[config.mk]
export PLATFORM = sky130hd
export DESIGN_NAME = video_stream_capture
export DESIGN_NICKNAME = d
export VERILOG_FILES = /design/src/rtl/video_stream_capture.sv
export SDC_FILE = /design/constraint.sdc
export NUM_CORES = 1
export LEC_CHECK = 0
export BUFFER_PORTS_ARGS = -buffer_cell sky130_fd_sc_hd__buf_4
export CORE_ASPECT_RATIO = 0.6
export CORE_MARGIN = 2
export CORE_UTILIZATION = 55
export DETAILED_ROUTE_END_ITERATION = 8
export GPL_TIMING_DRIVEN = 0
export HOLD_SLACK_MARGIN = 0.06
export PLACE_DENSITY = 0.78
export SETUP_SLACK_MARGIN = 0.5
export SLEW_MARGIN = 25
export SYNTH_ARGS = -nofsm -noshare
export SYNTH_HDL_FRONTEND = slang
export SYNTH_SLANG_ARGS = --single-unit
[constraint.sdc]
create_clock -name clk -period 6.5 [get_ports clk]
set_clock_uncertainty 0.05 [all_clocks]
set_input_delay 0.325 -clock clk [delete_from_list [all_inputs] [get_ports clk]]
set_output_delay 0.325 -clock clk [all_outputs]
set_load 0.005 [all_outputs]
[src/rtl/video_stream_capture.sv]
// video_stream_capture
// AXI4-Stream video sink. Tracks raster position from tuser (start of frame)
// and tlast (end of line), flags frame geometry errors while capturing, and on
// an arm request writes one WIN_W x WIN_H window of the next full frame into a
// 24-bit BRAM write port.
//
// Ports:
//   clk, rstn                  single clock, asynchronous active-low reset
//   s_axis_t*                  pixel stream in; tready is never deasserted
//                              once out of reset
//   arm, win_x, win_y          capture request and window origin (sampled in IDLE)
//   bram_we_o/addr_o/data_o    registered BRAM write port, one cycle per pixel
//   busy_o                     capture armed or in progress
//   done_o                     one-cycle pulse when a capture ends or aborts
//   err_o                      sticky: [0] early EOL, [1] late EOL, [2] early SOF
//   frame_cnt_o                completed frame counter, wraps
module video_stream_capture #(
    parameter int DATA_WIDTH    = 32,
    parameter int SCREEN_WIDTH  = 1920,
    parameter int SCREEN_HEIGHT = 1080,
    parameter int WIN_W         = 320,
    parameter int WIN_H         = 240
) (
    input  logic                  clk,
    input  logic                  rstn,
    input  logic [DATA_WIDTH-1:0] s_axis_tdata,
    input  logic                  s_axis_tvalid,
    output logic                  s_axis_tready,
    input  logic                  s_axis_tuser,
    input  logic                  s_axis_tlast,
    input  logic                  arm,
    input  logic [12:0]           win_x,
    input  logic [12:0]           win_y,
    output logic                  bram_we_o,
    output logic [16:0]           bram_addr_o,
    output logic [23:0]           bram_data_o,
    output logic                  busy_o,
    output logic                  done_o,
    output logic [2:0]            err_o,
    output logic [15:0]           frame_cnt_o
);

    localparam logic [12:0] X_LAST = 13'(SCREEN_WIDTH - 1);
    localparam logic [12:0] Y_LAST = 13'(SCREEN_HEIGHT - 1);
    localparam logic [13:0] WIN_W14 = 14'(WIN_W);
    localparam logic [13:0] WIN_H14 = 14'(WIN_H);
    localparam logic [16:0] WIN_W17 = 17'(WIN_W);

    typedef enum logic [1:0] {S_IDLE, S_WAIT_SOF, S_CAPTURE} state_t;

    state_t      state_q, state_d;
    logic        tready_q;
    logic [12:0] x_q, x_d, y_q, y_d;
    logic [12:0] wx_q, wx_d, wy_q, wy_d;
    logic [16:0] row_base_q, row_base_d;
    logic        we_q, we_d;
    logic [16:0] addr_q, addr_d;
    logic [23:0] data_q, data_d;
    logic        busy_q, busy_d;
    logic        done_q, done_d;
    logic [2:0]  err_q, err_d;
    logic [15:0] fc_q, fc_d;

    // Upper tdata bits carry no pixel information.
    generate
        if (DATA_WIDTH > 24) begin : g_unused
            logic unused_tdata;
            assign unused_tdata = ^s_axis_tdata[DATA_WIDTH-1:24];
        end
    endgenerate

    logic        beat, eol, early_sof, in_cols, in_rows, proc;
    logic [12:0] cur_x, cur_y, col_off;

    always_comb begin
        beat      = s_axis_tvalid & tready_q;
        // tuser forces the current beat to pixel (0,0) regardless of counters.
        cur_x     = s_axis_tuser ? 13'd0 : x_q;
        cur_y     = s_axis_tuser ? 13'd0 : y_q;
        eol       = s_axis_tlast || (cur_x == X_LAST);
        early_sof = s_axis_tuser && ((x_q != 13'd0) || (y_q != 13'd0));
        // 14-bit compares so a window hanging off the screen edge cannot wrap.
        in_cols   = ({1'b0, cur_x} >= {1'b0, wx_q}) && ({1'b0, cur_x} < ({1'b0, wx_q} + WIN_W14));
        in_rows   = ({1'b0, cur_y} >= {1'b0, wy_q}) && ({1'b0, cur_y} < ({1'b0, wy_q} + WIN_H14));
        col_off   = cur_x - wx_q;
        // Beats that belong to the captured frame: the SOF that starts it, and
        // every capture beat except an aborting early SOF.
        proc      = beat && (((state_q == S_WAIT_SOF) && s_axis_tuser) ||
                             ((state_q == S_CAPTURE) && !early_sof));
    end

    always_comb begin
        x_d        = x_q;
        y_d        = y_q;
        fc_d       = fc_q;
        state_d    = state_q;
        wx_d       = wx_q;
        wy_d       = wy_q;
        row_base_d = row_base_q;
        we_d       = 1'b0;
        addr_d     = addr_q;
        data_d     = data_q;
        busy_d     = busy_q;
        done_d     = 1'b0;
        err_d      = err_q;

        // Raster counters run in every state.
        if (beat) begin
            if (eol) begin
                x_d = 13'd0;
                if (cur_y == Y_LAST) begin
                    y_d  = 13'd0;
                    fc_d = fc_q + 16'd1;
                end else begin
                    y_d = cur_y + 13'd1;
                end
            end else begin
                x_d = cur_x + 13'd1;
                y_d = cur_y;
            end
        end

        case (state_q)
            S_IDLE: begin
                row_base_d = 17'd0;
                if (arm) begin
                    wx_d    = win_x;
                    wy_d    = win_y;
                    err_d   = 3'b000;
                    busy_d  = 1'b1;
                    state_d = S_WAIT_SOF;
                end
            end
            default: begin
                if ((state_q == S_CAPTURE) && beat) begin
                    err_d[0] = err_q[0] | (s_axis_tlast && (cur_x != X_LAST));
                    err_d[1] = err_q[1] | (!s_axis_tlast && (cur_x == X_LAST));
                    err_d[2] = err_q[2] | early_sof;
                    if (early_sof) begin
                        state_d = S_IDLE;
                        done_d  = 1'b1;
                        busy_d  = 1'b0;
                    end
                end
                if (proc) begin
                    state_d = S_CAPTURE;
                    if (in_cols && in_rows) begin
                        we_d   = 1'b1;
                        addr_d = row_base_q + {4'd0, col_off};
                        data_d = s_axis_tdata[23:0];
                    end
                    // Row base steps one window row per line inside the window,
                    // so it stays 0 until the first window line is reached.
                    if (eol && in_rows)
                        row_base_d = row_base_q + WIN_W17;
                    if (s_axis_tlast && (cur_y == Y_LAST)) begin
                        state_d = S_IDLE;
                        done_d  = 1'b1;
                        busy_d  = 1'b0;
                    end
                end
            end
        endcase
    end

    always_ff @(posedge clk or negedge rstn) begin
        if (!rstn) begin
            state_q    <= S_IDLE;
            tready_q   <= 1'b0;
            x_q        <= '0;
            y_q        <= '0;
            wx_q       <= '0;
            wy_q       <= '0;
            row_base_q <= '0;
            we_q       <= 1'b0;
            addr_q     <= '0;
            data_q     <= '0;
            busy_q     <= 1'b0;
            done_q     <= 1'b0;
            err_q      <= '0;
            fc_q       <= '0;
        end else begin
            state_q    <= state_d;
            tready_q   <= 1'b1;
            x_q        <= x_d;
            y_q        <= y_d;
            wx_q       <= wx_d;
            wy_q       <= wy_d;
            row_base_q <= row_base_d;
            we_q       <= we_d;
            addr_q     <= addr_d;
            data_q     <= data_d;
            busy_q     <= busy_d;
            done_q     <= done_d;
            err_q      <= err_d;
            fc_q       <= fc_d;
        end
    end

    assign s_axis_tready = tready_q;
    assign bram_we_o     = we_q;
    assign bram_addr_o   = addr_q;
    assign bram_data_o   = data_q;
    assign busy_o        = busy_q;
    assign done_o        = done_q;
    assign err_o         = err_q;
    assign frame_cnt_o   = fc_q;

endmodule

==> results of run 1 <==
==> power by group through the flow <==
stage,clock network (mW),logic [mW],registers [mW]
after detailed placement,0,0.862,0.988
after floorplan,0,0.630,0.968
after global placement,0,0.838,0.987
after CTS,1.05,0.875,0.977
final,1.04,0.886,0.980
after global routing,1.08,1.00,0.993
==> cell usage after synthesis, types with 8 or more instances <==
library cell  number  area [um2]
and3_1            20         125
nand2_1          101         379
a21o_1            10        75.1
a21oi_1           29         145
inv_1             41         154
clkbuf_1          18        67.6
nor3_1            13        65.1
o21ai_0           74         370
a31oi_1            8        50.1
nand3_1           16        80.1
nor2_1            48         180
nand4_1           17         106
dfrtp_1          129        3230
mux2_2            41         462
xor2_1            15         131
nor2b_1           28         175
xnor2_1           38         333
ha_1              56         701
==> logic make-up after synthesis <==
| group | after synthesis |
|---|---|
| AO/OA/AOI/OAI | 165 |
| XOR/XNOR | 53 |
| adder cells (fa/ha/maj) | 57 |
| buffers and inverters | 64 |
| flip-flops | 129 |
| multiplexers | 47 |
| other | 2 |
| AND/OR/NAND/NOR | 281 |
==> metal layers <==
metal,global-route usage,vias to the layer above
met3,0.0909,29
li1,-,3123
met1,0.431,3119
met4,0.0497,0
met5,0,-
met2,0.368,347
==> critical path: cells and delay by family <==
family | cells | cell delay [ps]
AOI/OAI and AO/OA | 9 | 2200
xor gates and xnor gates | 2 | 270
adders and majority gates | 2 | 620
buffers and inverters | 4 | 1570
muxes | 1 | 250
and+or+nand+nor | 3 | 440
==> worst min-delay path by stage <==
| stage | endpoint | slack, ps | cells after the start |
|---|---|---|---|
| 3_5_place_dp | wx_q[2] | 260 | 1 |
| 4_1_cts | wy_q[10] | 60 | 3 |
| 5_1_grt | wy_q[0] | 70 | 3 |
| 3_3_place_gp | frame_cnt_o[15] | 420 | 1 |
| 6_report | wy_q[10] | 60 | 3 |
| 2_1_floorplan | bram_addr_o[0] | -20 | 0 |
==> cells in the final DEF (no fill, tap or decap), types with 7 or more instances in the layout <==
master | netlist | layout
ha_1 | 56 | 56
mux2_2 | 41 | 41
xor2_1 | 15 | 15
nand3_1 | 16 | 16
o21ai_0 | 74 | 74
a21o_1 | 10 | 10
nor2_1 | 48 | 48
nor3_1 | 13 | 13
a31oi_1 | 8 | 8
clkbuf_16 | 0 | 17
and3_1 | 20 | 20
nand2b_1 | 7 | 7
dlygate4sd3_1 | 0 | 9
a21oi_1 | 29 | 29
xnor2_1 | 38 | 38
inv_1 | 41 | 41
clkbuf_1 | 18 | 19
nor2b_1 | 28 | 28
buf_4 | 0 | 118
nand4_1 | 17 | 17
nand2_1 | 101 | 101
dfrtp_1 | 129 | 129
==> flip-flops by register name, summed over array words and instances (netlist names) <==
register / flops
bram_addr_o: 17
x_q: 13
err_o: 3
row_base_q: 11
wx_q: 13
wy_q: 13
s_axis_tready: 1
busy_o: 1
frame_cnt_o: 16
done_o: 1
state_q: 2
bram_we_o: 1
bram_data_o: 24
y_q: 13
==> layout make-up <==
| type | instances | area [um2] | area share |
|---|---|---|---|
| Tap cell | 175 | 219 | 0.0231 |
| Multi-Input combinational cell | 605 | 4150 | 0.437 |
| Sequential cell | 129 | 3230 | 0.340 |
| Clock inverter | 14 | 203 | 0.0213 |
| Inverter | 41 | 154 | 0.0162 |
| Clock buffer | 18 | 429 | 0.0452 |
| Timing Repair Buffer | 129 | 1020 | 0.107 |
| Buffer | 23 | 91.3 | 0.00962 |
==> run metrics, run 1 <==
status=complete, no violations; RSZ-0062 raised after global routing=false; CP Cell Sequence=buf_4 -> clkbuf_1 -> clkbuf_1 -> clkbuf_1 -> nor2b_1 -> ha_1 -> nor2b_1 -> o311ai_0 -> a21oi_1 -> o22ai_1 -> o21a_1 -> xnor2_1 -> ha_1 -> a21oi_1 -> o21bai_1 -> a21oi_1 -> o21ai_0 -> a21oi_1 -> nor2_1 -> xnor2_1 -> mux2_2; CTS tree=built; final hold slack=64.3 ps; 1st-iter DRT viols=776; simple logic cell fraction of the synthesized area=0.185; critical path class=in2reg; flop-to-flop setup slack=2080 ps; DRC violations left=0; Max stage delay on crit path=510 ps; switching part of the total=0.339; Worst setup EP type=flip-flop; Main synth FF type=dfrtp_1; final worst path period need=5430 ps; DP Cell Count=1093; critical path endpoint=bram_addr_o[15]; CP startpoint=s_axis_tuser; Internal Power=1.92 mW; Critical Path Most Common Cell=a21oi_1; mux cell area share after synthesis=0.0684; first-pass GRT wire length=31900 um; Slew headroom=0.403; max frequency=184 MHz; register area share after synthesis=0.423; share of layout cells above drive strength 1=0.220; setup TNS=0 ps; Critical R2R Launch=x_q[1]; Mapped Area=0.00763 mm2; initial antenna violation count=0; CP Launch Type=input port; Yosys Warn Count=0; max-slew violations=0; vias in the first global route=6156; Placement Setup Slack=842 ps; # IOs=128; Die Width=156 um; Crit path required time=6750 ps; FP Rows=33; Post-Route WL=19800 um; Root Driver=clkbuf_16; PwrDens=306 mW/mm2; Hold Crit Class=in2reg; Filler Cell Count=1056; Worst-Skew Late Latency=420 ps; largest family of logic cells by synthesized area=simple AND/OR/NAND/NOR gates; number of I/O port buffers=119; maxcap violations=0; starting density of the core=0.561; total congestion overflow=0; Post-Synth Adder-Cell Area=0.0945; xor-xnor portion of the synthesized cell area=0.0609; crit path max fanout=10; die area=0.0149 mm2; NumNets Final=1067; syn_area_per_cell=9.56 um2; worst vdd rail ir drop=0.216 mV; Vias=6618; CTS Hold Bufs=9; Core Util, Final=0.699; clock share of power=0.358; Top Metal Used=met4; ant diodes=0; CTS Sinks=129; H-tree lvl count=4; Initial DRT Pass Iterations=7; Lkg Pwr=4.79 nW; Mapped Nets=919; total power=2.91 mW; Seq pwr share=0.337; setup violators final=0; total CTS buffers=17; Final ANT Viol Nets=0; GPL Wtd Cong=0.978; Worst Tran Pin Value=884 ps; Arrival @ worst endpoint=5680 ps; clk slew on worst S/H paths=60 ps; WL per Instance=17.5 um; overall routing resource usage=0.276; Post-CTS Setup Bufs=0; Layout area overhead=24.5%; R2R depth=17; Layout Cell Area excl Fill=0.00950 mm2; period utilization=0.836; met3 WL post-DR=2400 um; slowest CP cell=clkbuf_1; #FFs+latches synth=129; Hold Violations, Final=0; Post-synth EDFFs=0; r2r endpoint=bram_addr_o[15]; placed inst area=0.00877 mm2; Final Worst Setup Slack=1070 ps; Compound-Gate Fraction of Synth Area=0.135; Yosys cell types=55; met2 wire len=7440 um; M1 wire length=9790 um; ys async rst share=1.00; Logic pwr share=0.305; Cell Count, Final, Fillers Out=1134; DP HPWL=14700 um; largest net degree at the start of global routing=67; die extent in y=95.2 um; post-CTS resize count=0; Core ar.=0.0136 mm2; Longest Clk Path Bufs=2; worst hold start=win_y[10]; Syn Inst Count=798; Vias/cell=5.84; Switching Power=985 uW
Note: power is estimated with default switching activity, not from simulation.
==> run 2: changes to the inputs <==
--- a/config.mk
+++ b/config.mk
@@ -5,14 +5,15 @@
 export SDC_FILE = /design/constraint.sdc
 export NUM_CORES = 1
 export LEC_CHECK = 0
+export ABC_AREA = 1
 export BUFFER_PORTS_ARGS = -buffer_cell sky130_fd_sc_hd__buf_4
 export CORE_ASPECT_RATIO = 0.6
 export CORE_MARGIN = 2
-export CORE_UTILIZATION = 55
+export CORE_UTILIZATION = 52
 export DETAILED_ROUTE_END_ITERATION = 8
 export GPL_TIMING_DRIVEN = 0
 export HOLD_SLACK_MARGIN = 0.06
-export PLACE_DENSITY = 0.78
+export PLACE_DENSITY = 0.77
 export SETUP_SLACK_MARGIN = 0.5
 export SLEW_MARGIN = 25
 export SYNTH_ARGS = -nofsm -noshare
==> constraint.sdc (replaced) <==
create_clock -name clk -period 4.35 [get_ports clk]
set_clock_uncertainty 0.05 [all_clocks]
set_input_delay 0.2175 -clock clk [delete_from_list [all_inputs] [get_ports clk]]
set_output_delay 0.2175 -clock clk [all_outputs]
set_load 0.005 [all_outputs]
==> run 2 against run 1 <==
  * The run now ends with DRC left
  * Critical endpoint is now bram_data_o[21]
  * Worst hold slack better by 56 ps
  * Largest cell class unchanged
  * Sequential share of layout area is 3.7 points lower
  * Global-route usage is 1.1 points higher
  * Combinational power is 110% higher
==> run metrics, run 2 <==
period utilization=0.820; syn_area_per_cell=7.47 um2 (was 9.56 um2); # IOs=128 (unchanged); Vias=8025 (was 6618); Layout area overhead=28.0% (was 24.5%); Worst setup EP type=flip-flop (unchanged); Yosys cell types=43 (was 55); total congestion overflow=0 (unchanged); Die Width=167 um (was 156 um); final hold slack=121 ps (was 64.3 ps); maxcap violations=0 (unchanged); Vias/cell=5.27 (was 5.84); Arrival @ worst endpoint=3840 ps (was 5680 ps); Final ANT Viol Nets=0 (unchanged); RSZ-0062 raised after global routing=false (unchanged); DRC violations left=5 (was 0); CTS tree=built (unchanged); count leader, synth=nand2_1 (was dfrtp_1); share of the synthesized area in the top cell type=0.387 (was 0.423); max reg flops=24 (unchanged); Worst-Skew Late Latency=430 ps (was 420 ps); Hold Crit Class=in2reg (unchanged); Main synth FF type=dfrtp_1 (unchanged); DP Cell Count=1438 (was 1093); worst vdd rail ir drop=0.272 mV (was 0.216 mV); Synth area leaders=dfrtp_1 (39%), nand2_1 (16%), ha_1 (8.4%), inv_1 (5.0%), xor2_1 (4.7%) (was dfrtp_1 (42%), ha_1 (9.2%), mux2_2 (6.1%), nand2_1 (5.0%), o21ai_0 (4.9%)); Lkg Pwr=5.53 nW (was 4.79 nW); 1st-iter DRT viols=705 (was 776); Post-Route WL=23100 um (was 19800 um); failing checks=DRC; Initial DRT Pass Iterations=7 (unchanged); Slew headroom=0.528 (was 0.403); WL per Instance=15.2 um (was 17.5 um); starting density of the core=0.538 (was 0.561); initial antenna violation count=0 (unchanged); setup violators final=0 (unchanged); CP Launch Type=flip-flop (was input port); GPL Wtd Cong=0.964 (was 0.978); PwrDens=455 mW/mm2 (was 306 mW/mm2); Core ar.=0.0155 mm2 (was 0.0136 mm2); critical path class=reg2reg (was in2reg); Worst Tran Pin Value=708 ps (was 884 ps); CTS Sinks=129 (unchanged); ant diodes=0 (unchanged); total CTS buffers=17 (unchanged); Yosys top cell by area=dfrtp_1 (unchanged); most frequent cells in the layout=nand2_1 (360), dfrtp_1 (129), buf_4 (121) (was dfrtp_1 (129), buf_4 (118), nand2_1 (101)); largest net degree at the start of global routing=66 (was 67); setup TNS=0 ps (unchanged); NumNets Final=1427 (was 1067); Mapped Nets=1236 (was 919); share of layout cells above drive strength 1=0.149 (was 0.220); clk slew on worst S/H paths=70 ps (was 60 ps); register area share after synthesis=0.387 (was 0.423); Hold Violations, Final=0 (unchanged); #FFs+latches synth=129 (unchanged); overall routing resource usage=0.287 (was 0.276); Syn Inst Count=1115 (was 798); vias in the first global route=7574 (was 6156); Post-synth EDFFs=0 (unchanged); Root Driver=clkbuf_16 (unchanged); FP Rows=35 (was 33); commonest non-fill, non-tap cell in the layout=nand2_1 (was dfrtp_1); die extent in y=102 um (was 95.2 um); Filler Cell Count=1284 (was 1056); Commonest cells post-synth=nand2_1 (360), dfrtp_1 (129), inv_1 (110) (was dfrtp_1 (129), nand2_1 (101), o21ai_0 (74)); max frequency=280 MHz; H-tree lvl count=4 (unchanged); die area=0.0171 mm2 (was 0.0149 mm2); multi-input logic area=0.00455 mm2 (was 0.00415 mm2); first-pass GRT wire length=38400 um (was 31900 um); Cell Count, Final, Fillers Out=1522 (was 1134); ys async rst share=1.00 (unchanged); Longest Clk Path Bufs=2 (unchanged); final worst path period need=3570 ps; status=complete, but fails checks (was complete, no violations); Crit path required time=4620 ps (was 6750 ps); Mapped Area=0.00833 mm2 (was 0.00763 mm2); crit path max fanout=10 (unchanged); max-slew violations=0 (unchanged); Register Area=0.00323 mm2 (unchanged); number of I/O port buffers=119 (unchanged); Yosys Warn Count=0 (unchanged); DP HPWL=16700 um (was 14700 um)
==> run 2: per-stage QoR <==
stage / total power, mW / cell area, um2 / utilization / setup slack, ps
floorplan: 2.78 / 8330 / - / 927
CTS: 4.80 / 10600 / 0.685 / 502
global route: 5.23 / 10700 / 0.688 / 488
global placement: 3.21 / 9480 / 0.612 / 198
detailed placement: 3.27 / 9520 / 0.614 / 118
finish: 4.85 / 10700 / 0.688 / 781
==> run 2: timing repair <==
item / in CTS / in global routing
gates resized for setup: 1 / 10
endpoints found under the setup margin: 3 / 6
pin swaps: 0 / 2
setup buffers: 0 / 1
hold endpoints to repair: 114 / 0
hold buffers: 51 / 0
==> run 2: kinds of logic after synthesis <==
kind of cell               count (synthesis)  synth area share
adders and majority gates                 57            0.0865
DFF                                      129             0.387
buffers and inverters                    144            0.0701
xor gates and xnor gates                  61            0.0641
other                                      2          0.000901
and+or+nand+nor                          596             0.309
AOI/OAI and AO/OA                        126            0.0824
==> run 2: final cells by class <==
type | instances | area share
plain buffers | 28 | 0.0142
clock buffers | 18 | 0.0402
clock inverters | 14 | 0.0156
inverters | 116 | 0.0408
multi-input cells | 842 | 0.427
flip-flops and latches | 129 | 0.303
well taps | 203 | 0.0238
repair buffers | 172 | 0.136
==> run 2: final timing paths <==
kind                              endpoint  depth (start not counted)      startpoint  slack [ps]
min                               err_o[1]                          4    s_axis_tlast         120
max                        bram_data_o[21]                         21         wy_q[4]         780
min in group asynchronous          wy_q[8]                          2            rstn         260
max in group asynchronous  bram_data_o[21]                          3            rstn        3290
min reg2reg                 bram_data_o[6]                          2  bram_data_o[6]         430
max reg2reg                bram_data_o[21]                         21         wy_q[4]         780
==> run 2: where the power goes <==
group	switching [mW]	total (mW)	leakage, nW	internal (mW)
logic	1.18	1.88	3.51	0.702
registers	0.128	1.49	1.73	1.36
clock network	0.618	1.48	0.283	0.863
total	1.92	4.85	5.53	2.92
==> run 2: worst max-delay path, cell delays in order (launching register included) <==
cell      delay, ps
dfrtp_1         380
inv_1            90
ha_1            240
nand3_1         140
nand2_1          60
nor2_1          150
nand3_1         120
xor2_1          210
ha_1            290
nand3_1         120
inv_1            50
nand2_1          50
nand2_1          40
nand2_1          50
nand2_1          50
nor2_1          380
nand2_1         170
nor2_4          230
inv_2           140
clkbuf_1        260
nand2_1         140
nand2_1          60
==> run 2: layer usage <==
metal / track usage / up-vias / wire [um]
met5: 0 / - / 0
met4: 0.0649 / 0 / 263
met3: 0.0848 / 28 / 2450
met2: 0.394 / 352 / 8780
met1: 0.441 / 3674 / 11600
li1: - / 3971 / -
==> run 3: changes to the inputs <==
--- a/config.mk
+++ b/config.mk
@@ -9,11 +9,11 @@
 export BUFFER_PORTS_ARGS = -buffer_cell sky130_fd_sc_hd__buf_4
 export CORE_ASPECT_RATIO = 0.6
 export CORE_MARGIN = 2
-export CORE_UTILIZATION = 52
+export CORE_UTILIZATION = 55
 export DETAILED_ROUTE_END_ITERATION = 8
 export GPL_TIMING_DRIVEN = 0
 export HOLD_SLACK_MARGIN = 0.06
-export PLACE_DENSITY = 0.77
+export PLACE_DENSITY = 0.78
 export SETUP_SLACK_MARGIN = 0.5
 export SLEW_MARGIN = 25
 export SYNTH_ARGS = -nofsm -noshare
==> constraint.sdc (replaced) <==
create_clock -name clk -period 3.66 [get_ports clk]
set_clock_uncertainty 0.05 [all_clocks]
set_input_delay 0.183 -clock clk [delete_from_list [all_inputs] [get_ports clk]]
set_output_delay 0.183 -clock clk [all_outputs]
set_load 0.005 [all_outputs]
==> run 3 against run 2 <==
  * The run now ends clean
  * Non-clock buffer count is 40 higher
  * Critical path type unchanged
  * First-iteration DRC count up 28%
  * Sequential share of layout area fell by 2.1 points
  * Largest power group unchanged
==> run metrics, run 3 (synthesis gave the netlist of run 2 again) <==
worst vdd rail ir drop=0.397 mV (was 0.272 mV); status=complete, no violations (was complete, but fails checks); CTS tree=built (unchanged); ant diodes=0 (unchanged); CP startpoint=x_q[0] (was wy_q[4]); H-tree lvl count=4 (unchanged); Slew headroom=0.520 (was 0.528); Post-Route WL=26700 um (was 23100 um); 1st-iter DRT viols=902 (was 705); Crit path required time=3940 ps (was 4620 ps); total congestion overflow=0 (unchanged); first-pass GRT wire length=40300 um (was 38400 um); RSZ-0062 raised after global routing=true (was false); initial antenna violation count=0 (unchanged); share of layout cells above drive strength 1=0.220 (was 0.149); Longest Clk Path Bufs=2 (unchanged); starting density of the core=0.569 (was 0.538); max reg flops=24 (unchanged); setup violators final=0 (unchanged); Core ar.=0.0146 mm2 (was 0.0155 mm2); largest net degree at the start of global routing=90 (was 66); Hold Violations, Final=0 (unchanged); CP Launch Type=flip-flop (unchanged); Layout area overhead=37.3% (was 28.0%); crit path max fanout=4 (was 10); most frequent cells in the layout=nand2_1 (348), buf_4 (156), dfrtp_1 (129) (was nand2_1 (360), dfrtp_1 (129), buf_4 (121)); critical path class=reg2reg (unchanged); GPL Wtd Cong=0.955 (was 0.964); DRC violations left=0 (was 5); die extent in y=99.3 um (was 102 um); CP delay by family, top=adder cells (was simple AND/OR/NAND/NOR gates); Hold Crit Class=in2reg (unchanged); clk slew on worst S/H paths=70 ps (about the same); Worst-Skew Late Latency=440 ps (was 430 ps); Worst Tran Pin Value=720 ps (was 708 ps); Placement Setup Slack=-120 ps (was 118 ps); R2R depth=18 (was 21); final worst path period need=3170 ps (was 3570 ps); worst hold start=arm (was s_axis_tlast); NumNets Final=1467 (was 1427); period utilization=0.866 (was 0.820); # IOs=128 (unchanged); WL per Instance=17.2 um (was 15.2 um); Initial DRT Pass Iterations=7 (unchanged); Critical R2R Launch=x_q[0] (was wy_q[4]); Arrival @ worst endpoint=3450 ps (was 3840 ps); Worst path depth=18 (was 21); DP HPWL=16900 um (was 16700 um); Max stage delay on crit path=380 ps (about the same); CP Cell Sequence=inv_2 -> nor2_4 -> inv_1 -> ha_1 -> inv_2 -> fa_2 -> nand3_2 -> nand2_4 -> a21oi_4 -> o21ai_2 -> xor2_1 -> ha_1 -> buf_4 -> a21oi_4 -> o21ai_2 -> or2_2 -> nand3_1 -> nand2_1 (was inv_1 -> ha_1 -> nand3_1 -> nand2_1 -> nor2_1 -> nand3_1 -> xor2_1 -> ha_1 -> nand3_1 -> inv_1 -> nand2_1 -> nand2_1 -> nand2_1 -> nand2_1 -> nor2_1 -> nand2_1 -> nor2_4 -> inv_2 -> clkbuf_1 -> nand2_1 -> nand2_1); Vias=8662 (was 8025); Final ANT Viol Nets=0 (unchanged); Die Width=163 um (was 167 um); PwrDens=564 mW/mm2 (was 455 mW/mm2); max frequency=316 MHz (was 280 MHz); maxcap violations=0 (unchanged); CTS Sinks=129 (unchanged); number of I/O port buffers=119 (unchanged); Buf/Inv on CP=4 (unchanged); overall routing resource usage=0.318 (was 0.287); FP Rows=34 (was 35); Lkg Pwr=5.83 nW (was 5.53 nW); slowest CP cell=fa_2 (was dfrtp_1); vias in the first global route=7939 (was 7574); Worst setup EP type=flip-flop (unchanged); hold path cells=3 (was 4); commonest non-fill, non-tap cell in the layout=nand2_1 (unchanged); total CTS buffers=17 (unchanged); Final Worst Setup Slack=491 ps (was 781 ps); Filler Cell Count=1020 (was 1284); final hold slack=57.2 ps (was 121 ps); Vias/cell=5.56 (was 5.27); Root Driver=clkbuf_16 (unchanged); max-slew violations=0 (unchanged); die area=0.0162 mm2 (was 0.0171 mm2)
run 3: cell types whose count changed in the layout (fill, tap and decap cells not counted), sizes merged:
cell | previous run | this run
clkinvlp | 3 | 1
bufinv | 2 | 1
clkinv | 3 | 7
clkbuf | 32 | 33
buf | 135 | 173
run 3: cell type report:
type / instances / area (um2) / area share
Tap cell: 198 / 248 / 0.0217
Multi-Input combinational cell: 842 / 4920 / 0.430
Clock buffer: 17 / 425 / 0.0372
Buffer: 28 / 208 / 0.0182
Clock inverter: 15 / 168 / 0.0147
Sequential cell: 129 / 3230 / 0.282
Inverter: 116 / 443 / 0.0387
Timing Repair Buffer: 212 / 1800 / 0.158
run 3: worst paths after layout:
path                                   end  slack (ps)
hold / removal                      busy_o          60
max in group asynchronous    row_base_q[6]        2640
setup / recovery           bram_addr_o[13]         490
hold reg to reg            bram_data_o[10]         420
min in group asynchronous          wy_q[6]         170
setup reg to reg           bram_addr_o[13]         490
run 3: repair_timing:
action / in CTS / in global routing
gates resized for setup: 40 / 75
cloned: 0 / 3
buffers inserted: 14 / 24
hold buffers: 51 / 0
pin swaps: 13 / 33
endpoints found under the hold margin: 179 / 0
endpoints found under the setup margin: 42 / 53
run 3: where the power goes:
part	switching (mW)	internal (mW)	leakage, nW
combinational	1.75	1.16	3.81
sequential	0.173	1.61	1.73
clock	0.784	0.972	0.291
run 3: routing by layer:
metal / GRT usage / wire (um) / part of all wire / up-vias
met5: 0 / 0 / 0 / -
met4: 0.0783 / 570 / 0.021 / 0
met3: 0.0880 / 2830 / 0.11 / 62
met2: 0.436 / 11100 / 0.41 / 455
met1: 0.491 / 12300 / 0.46 / 4069
li1: - / - / - / 4076
run 3: tightest hold or removal path: stages:
cell	delay [ps]
buf_4	80
nand2_1	140
nand2_1	110
run 3: metrics by stage:
stage / total power, mW / area (um2) / setup TNS, ps / cells / utilization
after floorplan: 3.33 / 8380 / 0 / 1115 / -
after global placement: 3.85 / 9530 / -257 / 1432 / 0.651
after detailed placement: 3.90 / 9560 / -377 / 1433 / 0.653
after CTS: 5.85 / 10900 / 0 / 1530 / 0.744
after global routing: 6.81 / 11400 / 0 / 1557 / 0.782
final: 6.45 / 11400 / 0 / 1557 / 0.782
